File: config.mk
export PLATFORM = sky130hd
export DESIGN_NAME = wdog_timer_core
export DESIGN_NICKNAME = d
export VERILOG_FILES = /design/src/rtl/wdog_pkg.sv /design/src/rtl/wdog_down_counter.sv /design/src/rtl/wdog_timer_core.sv
export SDC_FILE = /design/constraint.sdc
export NUM_CORES = 1
export LEC_CHECK = 0
export BUFFER_PORTS_ARGS = -buffer_cell sky130_fd_sc_hd__clkbuf_2
export CAP_MARGIN = 40
export CORE_MARGIN = 1
export CORE_UTILIZATION = 35
export CTS_CLUSTER_SIZE = 40
export DETAILED_ROUTE_END_ITERATION = 6
export SYNTH_ARGS = -nofsm -noshare
export SYNTH_HDL_FRONTEND = slang
export SYNTH_SLANG_ARGS = --single-unit
File: constraint.sdc
create_clock -name CLK -period 4.8 [get_ports CLK]
set_input_delay 0.24 -clock CLK [delete_from_list [all_inputs] [get_ports CLK]]
set_output_delay 0.24 -clock CLK [all_outputs]
set_load 0.01 [all_outputs]
File: src/rtl/wdog_pkg.sv
// -----------------------------------------------------------------------------
// wdog_pkg
// Shared definitions for the watchdog counter/control stage: register address
// map, FSM state encoding and the key that unlocks the optional LOCK register
// (present only when the design is built with WDOG_LOCK_EN defined).
// -----------------------------------------------------------------------------
package wdog_pkg;

   typedef enum logic [1:0] {
      ST_DISABLED = 2'd0,
      ST_COUNT    = 2'd1,
      ST_INT_PEND = 2'd2,
      ST_RST_OUT  = 2'd3
   } wdog_state_t;

   localparam int unsigned REG_STATUS = 32'h0;
   localparam int unsigned REG_LOAD   = 32'h1;
   localparam int unsigned REG_CTRL   = 32'h2;
   localparam int unsigned REG_INTCLR = 32'h3;
   localparam int unsigned REG_VALUE  = 32'h4;
   localparam int unsigned REG_LOCK   = 32'hC;

   localparam logic [31:0] LOCK_KEY = 32'h1ACCE551;

endpackage

File: src/rtl/wdog_down_counter.sv
// -----------------------------------------------------------------------------
// wdog_down_counter
// WIDTH-bit loadable down counter used as the watchdog timeout counter.
// Load has priority over decrement. Resets to all-ones.
// Ports:
//   clk      in   clock, rising edge
//   rst_n    in   asynchronous active-low reset
//   load     in   load load_val this cycle
//   load_val in   value to load
//   dec      in   decrement by one this cycle
//   count    out  current count
//   at_one   out  count equals one (next expiring decrement)
// -----------------------------------------------------------------------------
module wdog_down_counter #(
   parameter int WIDTH = 32
) (
   input  logic             clk,
   input  logic             rst_n,
   input  logic             load,
   input  logic [WIDTH-1:0] load_val,
   input  logic             dec,
   output logic [WIDTH-1:0] count,
   output logic             at_one
);

   always_ff @(posedge clk or negedge rst_n) begin
      if (!rst_n) begin
         count <= '1;
      end else if (load) begin
         count <= load_val;
      end else if (dec) begin
         count <= count - WIDTH'(1);
      end
   end

   assign at_one = (count == WIDTH'(1));

endmodule

File: src/rtl/wdog_timer_core.sv
// -----------------------------------------------------------------------------
// wdog_timer_core
// Watchdog counter/control stage. Holds LOAD/CTRL registers, counts down on
// TICK, raises WDOG_INT on first expiry and pulses WDOG_RST on a second
// unserviced expiry (when RESEN is set). Registered readback with one cycle
// latency.
// Optional feature: define WDOG_LOCK_EN to add the LOCK register at 0xC.
// Ports:
//   CLK       in   system clock
//   RESETn    in   asynchronous active-low reset
//   TICK      in   count-enable strobe
//   KICK      in   service pulse (reload, clear interrupt)
//   WRITE     in   register write strobe
//   ADDR      in   register address
//   WDATA     in   write data
//   RDATA     out  registered read data
//   WDOG_INT  out  interrupt level, held until serviced
//   WDOG_RST  out  reset request pulse, RST_PULSE cycles
// -----------------------------------------------------------------------------
module wdog_timer_core
   import wdog_pkg::*;
#(
   parameter int WIDTH     = 32,
   parameter int ADDR_W    = 4,
   parameter int RST_PULSE = 16
) (
   input  logic              CLK,
   input  logic              RESETn,
   input  logic              TICK,
   input  logic              KICK,
   input  logic              WRITE,
   input  logic [ADDR_W-1:0] ADDR,
   input  logic [31:0]       WDATA,
   output logic [31:0]       RDATA,
   output logic              WDOG_INT,
   output logic              WDOG_RST
);

   localparam int PW = $clog2(RST_PULSE + 1);

   // A LOAD value of zero would never expire; it is stored as one.
   function automatic logic [WIDTH-1:0] sanitize_load(input logic [WIDTH-1:0] v);
      return (v == '0) ? WIDTH'(1) : v;
   endfunction

   function automatic logic [31:0] zext(input logic [WIDTH-1:0] v);
      logic [31:0] r;
      r = '0;
      r[WIDTH-1:0] = v;
      return r;
   endfunction

   wdog_state_t      state, state_nxt;
   logic [WIDTH-1:0] load_reg;
   logic [WIDTH-1:0] count;
   logic             at_one;
   logic             en, resen;
   logic             int_nxt;
   logic             reload, cnt_dec;
   logic [PW-1:0]    pulse_cnt;
   logic             pulse_done;
   logic             wr_ok;
   logic             sel_load, sel_ctrl, sel_intclr;
   logic             service;
   logic [31:0]      rdata_nxt;

`ifdef WDOG_LOCK_EN
   logic locked;

   always_ff @(posedge CLK or negedge RESETn) begin
      if (!RESETn) begin
         locked <= 1'b0;
      end else if (WRITE && (ADDR == ADDR_W'(REG_LOCK))) begin
         locked <= (WDATA != LOCK_KEY);
      end
   end

   assign wr_ok = !locked;
`else
   assign wr_ok = 1'b1;
`endif

   assign sel_load   = WRITE && wr_ok && (ADDR == ADDR_W'(REG_LOAD));
   assign sel_ctrl   = WRITE && wr_ok && (ADDR == ADDR_W'(REG_CTRL));
   assign sel_intclr = WRITE && wr_ok && (ADDR == ADDR_W'(REG_INTCLR));
   assign service    = KICK || sel_intclr;
   assign pulse_done = (state == ST_RST_OUT) && (pulse_cnt == PW'(RST_PULSE - 1));

   // Register file
   always_ff @(posedge CLK or negedge RESETn) begin
      if (!RESETn) begin
         load_reg <= '1;
         en       <= 1'b0;
         resen    <= 1'b0;
      end else begin
         if (sel_load) begin
            load_reg <= sanitize_load(WDATA[WIDTH-1:0]);
         end
         if (sel_ctrl) begin
            en    <= WDATA[0];
            resen <= WDATA[1];
         end
      end
   end

   // A LOAD write reloads with the value being written, so the counter and
   // LOAD agree from the next cycle on.
   wdog_down_counter #(.WIDTH(WIDTH)) u_counter (
      .clk      (CLK),
      .rst_n    (RESETn),
      .load     (reload || sel_load),
      .load_val (sel_load ? sanitize_load(WDATA[WIDTH-1:0]) : load_reg),
      .dec      (cnt_dec),
      .count    (count),
      .at_one   (at_one)
   );

   // FSM state register
   always_ff @(posedge CLK or negedge RESETn) begin
      if (!RESETn) begin
         state <= ST_DISABLED;
      end else begin
         state <= state_nxt;
      end
   end

   // FSM next state. Service beats a LOAD write, which beats expiry.
   always_comb begin
      state_nxt = state;
      case (state)
         ST_DISABLED: begin
            if (en) state_nxt = ST_COUNT;
         end
         ST_COUNT: begin
            if (!en) begin
               state_nxt = ST_DISABLED;
            end else if (!service && !sel_load && TICK && at_one) begin
               state_nxt = ST_INT_PEND;
            end
         end
         ST_INT_PEND: begin
            if (!en) begin
               state_nxt = ST_DISABLED;
            end else if (service) begin
               state_nxt = ST_COUNT;
            end else if (!sel_load && TICK && at_one && resen) begin
               state_nxt = ST_RST_OUT;
            end
         end
         ST_RST_OUT: begin
            if (pulse_done) state_nxt = en ? ST_COUNT : ST_DISABLED;
         end
         default: state_nxt = ST_DISABLED;
      endcase
   end

   // FSM outputs: counter control and interrupt level
   always_comb begin
      int_nxt = WDOG_INT;
      reload  = 1'b0;
      cnt_dec = 1'b0;
      case (state)
         ST_DISABLED: begin
            reload = en || service;
         end
         ST_COUNT, ST_INT_PEND: begin
            if (!en) begin
               int_nxt = 1'b0;
               reload  = service;
            end else if (service) begin
               int_nxt = 1'b0;
               reload  = 1'b1;
            end else if (!sel_load && TICK) begin
               if (at_one) begin
                  int_nxt = 1'b1;
                  reload  = 1'b1;
               end else begin
                  cnt_dec = 1'b1;
               end
            end
         end
         ST_RST_OUT: begin
            if (pulse_done) begin
               int_nxt = 1'b0;
               reload  = 1'b1;
            end
         end
         default: begin
            int_nxt = 1'b0;
         end
      endcase
   end

   always_ff @(posedge CLK or negedge RESETn) begin
      if (!RESETn) begin
         WDOG_INT  <= 1'b0;
         pulse_cnt <= '0;
      end else begin
         WDOG_INT  <= int_nxt;
         pulse_cnt <= (state == ST_RST_OUT) ? pulse_cnt + PW'(1) : '0;
      end
   end

   // Derived from state so an asynchronous reset drops it immediately.
   assign WDOG_RST = (state == ST_RST_OUT);

   // Read mux
   always_comb begin
      rdata_nxt = '0;
      case (ADDR)
         ADDR_W'(REG_STATUS): rdata_nxt = {29'b0, WDOG_RST, WDOG_INT, en};
         ADDR_W'(REG_LOAD):   rdata_nxt = zext(load_reg);
         ADDR_W'(REG_CTRL):   rdata_nxt = {30'b0, resen, en};
         ADDR_W'(REG_VALUE):  rdata_nxt = zext(count);
`ifdef WDOG_LOCK_EN
         ADDR_W'(REG_LOCK):   rdata_nxt = {31'b0, locked};
`endif
         default:             rdata_nxt = '0;
      endcase
   end

   always_ff @(posedge CLK or negedge RESETn) begin
      if (!RESETn) begin
         RDATA <= '0;
      end else begin
         RDATA <= rdata_nxt;
      end
   end

endmodule

==> summary.txt, run 1 <==
Min path
  – Hold wc startpoint: WDATA[25]
  – Hold EP: load_reg[25]$_DFF_PN1_
  – Hold Path Class: input port to register
  – Hold path depth: 2

Clock tree
  – CTS tree: done
  – Clock Sinks: 106
  – Clock-pin slew on the worst setup and hold paths: 70 ps
  – Clock Latency Late Sink: about 360 ps
  – Num CTS Buffers: 9
  – Post-CTS sizing: 0
  – Deepest clock path buffer count: 2
  – Root Driver: clkbuf_16
  – H-tree depth: 3

Final layout
  – Final Util: 0.426
  – Ant diodes: 0
  – Synthesis-to-layout area growth: 17.8%
  – Share of post-route cells with drive strength above 1: 0.395
  – Most common cell after layout, fill and taps aside: clkbuf_2
  – Final nets: approximately 570
  – Most frequent cells in the layout: clkbuf_2 (73), dfstp_2 (64), nor2_1 (47)

Timing
  – Final Cycle Share: 0.620
  – Clk_skew: approximately 7.5 ps
  – Setup TNS: 0 ps
  – FMAX: between 300 and 400 MHz
  – Final setup viols: 0
  – Max-slew headroom: 0.387
  – Final Max Tran Viols: 0
  – Minimum clock period: around 3000 ps
  – Worst-Margin Slew: 920 ps
  – Final hold vios: 0
  – RSZ-0062 raised after global routing: false

Critical path
  – CP endpoint kind: register
  – Setup crit start kind: register
  – Worst Path Class, Setup: register to register
  – Reg2Reg Launch Point: state[0]$_DFFE_PN0P_
  – Worst R2R Setup Slack: ~1800 ps
  – Worst R2R End: u_counter.count[28]$_DFFE_PN1P_
  – Reg2Reg Depth: 9
  – Critical path peak fanout: 33
  – Critical path required time: 5080 ps
  – WP data arrival: 3260 ps

GRT
  – Initial antenna violation count: 0
  – Vias in the first global route: between 3000 and 4000
  – GRT Total Usage: 0.174
  – First-pass GRT wire length: about 20 mm
  – Total grt overflow: 0
  – Largest net degree at the start of global routing: between 60 and 70

Floorplan
  – Die ar.: approximately 0.015 mm^2
  – Horiz. Die Dim: around 120 um
  – IO Count: between 70 and 80
  – FP Rows: 43
  – Core area: between 0.01 and 0.015 mm^2
  – DIE HEIGHT: about 120 um
  – Initial Util: 0.362

Power and ir drop
  – Clock power share: 0.245
  – Logic pwr share: 0.242
  – Maximum vdd drop: approximately 0.17 mV
  – Flop pwr share: 0.513
  – Switching pwr: between 0.9 and 1 mW
  – Internal power: ~2 mW
  – Sw Share: 0.327
  – Leak: around 2.5 nW
  – Power per cell area: about 500 mW/mm^2

Placed design
  – Placer Congestion: 0.801
  – # port buffers: between 70 and 80
  – Hpwl dp: 8.50 mm

Routing
  – Drt first pass iters: 4
  – DR vias: around 3700
  – Antenna violation net count after detailed routing: 0
  – DRT iter0 DRCs: roughly 200
  – Drt wl/cell: 17.1 um
  – Final wirelength: 12.1 mm
  – Residual DRC: 0
  – Via/cell ratio: 5.29

Yosys
  – Syn Area/Cell: roughly 11 um^2
  – Synth warnings: 0
  – Syn_nets: 503
  – Post-synth cell types: 52
  – Post-synth EDFFs: 0
  – Ys flop type: dfstp_2
  – Synth Register Bits: 106
  – Asr flop ratio synth: 1.00
  – Sequential area share after synthesis: 0.538
  – Cells after Synth: roughly 450
  – Mapped cell area: between 0.005 and 0.006 mm^2

Status
  – Status: finished, final reports clean

Job
  – Max-cap violation count: 0
[how the worst max path moves through the flow]
stage                          from                               to  slack, ps
5_1_grt        state[0]$_DFFE_PN0P_  u_counter.count[19]$_DFFE_PN1P_       1520
6_report       state[0]$_DFFE_PN0P_  u_counter.count[28]$_DFFE_PN1P_       1820
4_1_cts        state[0]$_DFFE_PN0P_  u_counter.count[19]$_DFFE_PN1P_       1810
3_5_place_dp   state[0]$_DFFE_PN0P_  u_counter.count[19]$_DFFE_PN1P_       1820
3_3_place_gp   state[0]$_DFFE_PN0P_  u_counter.count[19]$_DFFE_PN1P_       1950
2_1_floorplan  state[1]$_DFFE_PN0P_  u_counter.count[31]$_DFFE_PN1P_       2270
[Yosys cell counts, drive strengths merged (4+ instances only)]
cell | n | area (um^2)
xnor2 | 26 | 228
or3 | 4 | 25.0
o21ai | 4 | 20.0
nor3 | 18 | 115
clkbuf | 22 | 82.6
ha | 9 | 113
nand2b | 7 | 43.8
inv | 9 | 33.8
a22o | 29 | 254
nor2b | 4 | 25.0
xor2 | 6 | 52.6
mux2 | 33 | 372
nand3 | 5 | 25.0
nor4 | 24 | 165
a21oi | 36 | 184
or4 | 5 | 41.3
dfrtp | 42 | 1050
nor2 | 48 | 180
dfstp | 64 | 1680
nand2 | 16 | 60.1
[repair_timing]
| item | 4_1_cts | 5_1_grt |
|---|---|---|
| buffers inserted | 0 | 0 |
| hold buffers | 1 | 0 |
| endpoints found under the hold margin | 29 | 0 |
[area by class of cell]
class,instances,area [um^2]
Clock buffer,13,270
Clock inverter,3,21.3
Fill cell,1345,8060
Inverter,9,33.8
Multi-Input combinational cell,313,2250
Sequential cell,106,2730
Tap cell,180,225
Timing Repair Buffer,82,455
[per-layer routing]
layer | wire [um] | part of all wire | GRT usage
met1 | 5590 | 0.46 | 0.227
met4 | 182 | 0.015 | 0.0762
met3 | 536 | 0.044 | 0.0409
met2 | 5740 | 0.48 | 0.276
met5 | 0 | 0 | 0
[stage by stage]
stage	cell area [um^2]	instances	hold WS, ps	setup WS, ps	total power, mW
detailed placement	5680	689	63.6	1820	2.27
global placement	5660	688	403	1950	2.22
global route	5980	706	152	1520	3.17
floorplan	5080	453	-55.6	2270	2.01
CTS	5980	706	144	1810	3.02
finish	5980	706	160	1820	2.99
[power groups by stage]
| stage | sequential [mW] | clock (mW) | combinational (mW) |
|---|---|---|---|
| global route | 1.57 | 0.787 | 0.819 |
| floorplan | 1.47 | 0 | 0.545 |
| detailed placement | 1.55 | 0 | 0.721 |
| global placement | 1.53 | 0 | 0.695 |
| finish | 1.53 | 0.732 | 0.723 |
| CTS | 1.53 | 0.754 | 0.731 |
[worst max-delay path: stages, from the launching register on]
cell     delay, ps
dfrtp_1        390
inv_1          130
ha_1           260
or2_2          280
a211o_1        290
o31a_1         130
a32oi_4        740
buf_4          450
nor2_1          70
a21oi_1        160
[cells by family (layout without fill, tap and decap cells)]
| group | Yosys count | in the layout | share of synthesized area |
|---|---|---|---|
| adder cells (fa/ha/maj) | 9 | 9 | 0.0222 |
| multiplexers | 35 | 35 | 0.0771 |
| AND/OR/NAND/NOR | 150 | 150 | 0.163 |
| AO/OA/AOI/OAI | 87 | 87 | 0.118 |
| buffers and inverters | 34 | 107 | 0.0264 |
| flip-flops | 106 | 106 | 0.538 |
| XOR/XNOR | 32 | 32 | 0.0552 |
No activity file was read; power rests on OpenSTA's default activity.
==> inputs of run 2 (changes only) <==
==> constraint.sdc (replaced) <==
create_clock -name CLK -period 2.8 [get_ports CLK]
set_input_delay 0.14 -clock CLK [delete_from_list [all_inputs] [get_ports CLK]]
set_output_delay 0.14 -clock CLK [all_outputs]
set_load 0.01 [all_outputs]
==> run 2 against run 1 <==
  * Global-route usage is 0.47 points lower
  * Critical path type unchanged
  * Count of clock-buffer cells in the layout grew 1
  * Die area did not move
  * Highest routed layer unchanged
  * Cell count rose by 1.3%
  * First-iteration DRC count rose by 6.0%
  * Largest cell class unchanged
  * Largest power group unchanged
  * Core utilization increased by 0.58 points
  * Power up 74%
==> summary.txt, run 2 (synthesis results as in run 1) <==
Critical path
  – Setup crit start kind: register
  – Critical path cell sequence: inv_1 -> ha_1 -> nand4b_1 -> or3_1 -> or4b_4 -> nor4_4 -> xnor2_1 -> a21oi_2
  – Worst Path Class, Setup: register to register
  – Critical path required time: about 3100 ps
  – Critical path peak fanout: 7
  – Largest stage delay on the critical path: around 580 ps
  – Bufs and invs on worst path: 1
  – WP data arrival: approximately 2900 ps
  – Slowest cell on the critical path: or4b_4
  – CP top delay family: simple AND/OR/NAND/NOR gates
  – CP endpoint kind: register

Final layout
  – Synthesis-to-layout area growth: 19.4%
  – Register Area: roughly 0.0027 mm^2
  – Fill count: 1323
  – Most common cell after layout, fill and taps aside: clkbuf_2
  – Most frequent cells in the layout: clkbuf_2 (73), dfstp_2 (64), nor2_1 (47)
  – Multi-input logic area: about 0.0022 mm^2
  – Share of post-route cells with drive strength above 1: 0.406
  – Finished Layout Cells: 715
  – Final nets: 580
  – Ant diodes: 0

Clock tree
  – Post-CTS setup buffers: 0
  – Root Driver: clkbuf_16
  – H-tree depth: 3
  – Clock Sinks: approximately 110
  – CTS tree: done
  – Clock-pin slew on the worst setup and hold paths: roughly 70 ps
  – Deepest clock path buffer count: 2
  – Num CTS Buffers: 9
  – Clock Latency Late Sink: 350 ps

GRT
  – Largest net degree at the start of global routing: 65
  – GRT Total Usage: 0.170
  – First-pass GRT wire length: between 15 and 20 mm
  – Initial antenna violation count: 0
  – Total grt overflow: 0
  – Vias in the first global route: roughly 3800

Placed design
  – Dpl cells: between 600 and 700
  – Placer Congestion: 0.817
  – # port buffers: 74
  – Hpwl dp: around 8.5 mm
  – Place WS: between 30 and 40 ps

Timing
  – Setup TNS: 0 ps
  – Max-slew headroom: 0.608
  – Final Cycle Share: 0.931
  – Final setup viols: 0
  – Worst-Margin Slew: ~590 ps
  – RSZ-0062 raised after global routing: false
  – Final WS setup: 193 ps
  – Final hold vios: 0
  – FMAX: 384 MHz
  – Minimum clock period: approximately 2600 ps
  – Final Max Tran Viols: 0
  – Clk_skew: between 7 and 8 ps

Power and ir drop
  – Total power: 5.18 mW
  – Clock power share: 0.254
  – Logic pwr share: 0.244
  – Flop pwr share: 0.502
  – Sw Share: 0.315
  – Internal power: 3.55 mW
  – Switching pwr: between 1.5 and 2 mW
  – Maximum vdd drop: around 0.37 mV
  – Power per cell area: approximately 850 mW/mm^2
  – Leak: between 2 and 3 nW

Routing
  – Drt wl/cell: ~17 um
  – Antenna violation net count after detailed routing: 0
  – DR vias: 3747
  – Residual DRC: 0
  – Final wirelength: roughly 12 mm
  – Via/cell ratio: between 5 and 6
  – DRT iter0 DRCs: 213
  – Drt first pass iters: 6

Floorplan
  – Horiz. Die Dim: ~120 um
  – Core area: 0.0140 mm^2
  – IO Count: 75
  – FP Rows: between 40 and 50
  – Initial Util: 0.362
  – DIE HEIGHT: 122 um
  – Die ar.: about 0.015 mm^2

Min path
  – Hold Path Class: input port to register

Job
  – Max-cap violation count: 0

Status
  – Status: finished, final reports clean
run 2: cell type report:
cell class	count	share of cell area
flip-flops and latches	106	0.450
inverters	9	0.00557
clock buffers	14	0.0452
clock inverters	2	0.00578
well taps	180	0.0371
repair buffers	91	0.0850
multi-input cells	313	0.371
run 2: per-layer routing:
metal,up-vias,global-route usage,part of all wire
li1,1794,-,-
met1,1855,0.229,0.48
met2,85,0.265,0.45
met3,13,0.0358,0.047
met4,0,0.0678,0.016
met5,-,0,0
run 2: stage by stage:
stage                      util  area, um^2  hold slack, ps
after global routing      0.432        6070            57.6
after floorplan               -        5080            -156
after global placement    0.409        5740             171
after detailed placement  0.409        5740             184
after CTS                 0.432        6060            52.8
final                     0.432        6070            60.3
run 2: path summary, 6_finish.rpt:
check | slack (ps) | cells past startpoint | endpoint | startpoint
max | 190 | 8 | u_counter.count[31]$_DFFE_PN1P_ | state[1]$_DFFE_PN0P_
min | 60 | 2 | load_reg[7]$_DFF_PN1_ | WDATA[7]
max reg2reg | 190 | 8 | u_counter.count[31]$_DFFE_PN1P_ | state[1]$_DFFE_PN0P_
min reg2reg | 470 | 1 | pulse_cnt[0]$_DFF_PN0_ | pulse_cnt[0]$_DFF_PN0_
max in group asynchronous | 1680 | 3 | load_reg[22]$_DFF_PN1_ | RESETn
min in group asynchronous | 330 | 2 | RDATA[6]$_DFF_PN0_ | RESETn
run 2: timing repair:
| item | 4_1_cts | 5_1_grt |
|---|---|---|
| resized for setup | 0 | 1 |
| hold endpoints to repair | 13 | 0 |
| setup endpoints to repair | 0 | 6 |
| hold buffers | 1 | 0 |
run 2: power by group through the flow:
stage	Sequential, mW	Combinational, mW	Clock (mW)
2_1_floorplan	2.52	0.933	0
3_3_place_gp	2.60	1.23	0
3_5_place_dp	2.63	1.26	0
4_1_cts	2.61	1.27	1.36
5_1_grt	2.67	1.41	1.42
6_report	2.60	1.26	1.32
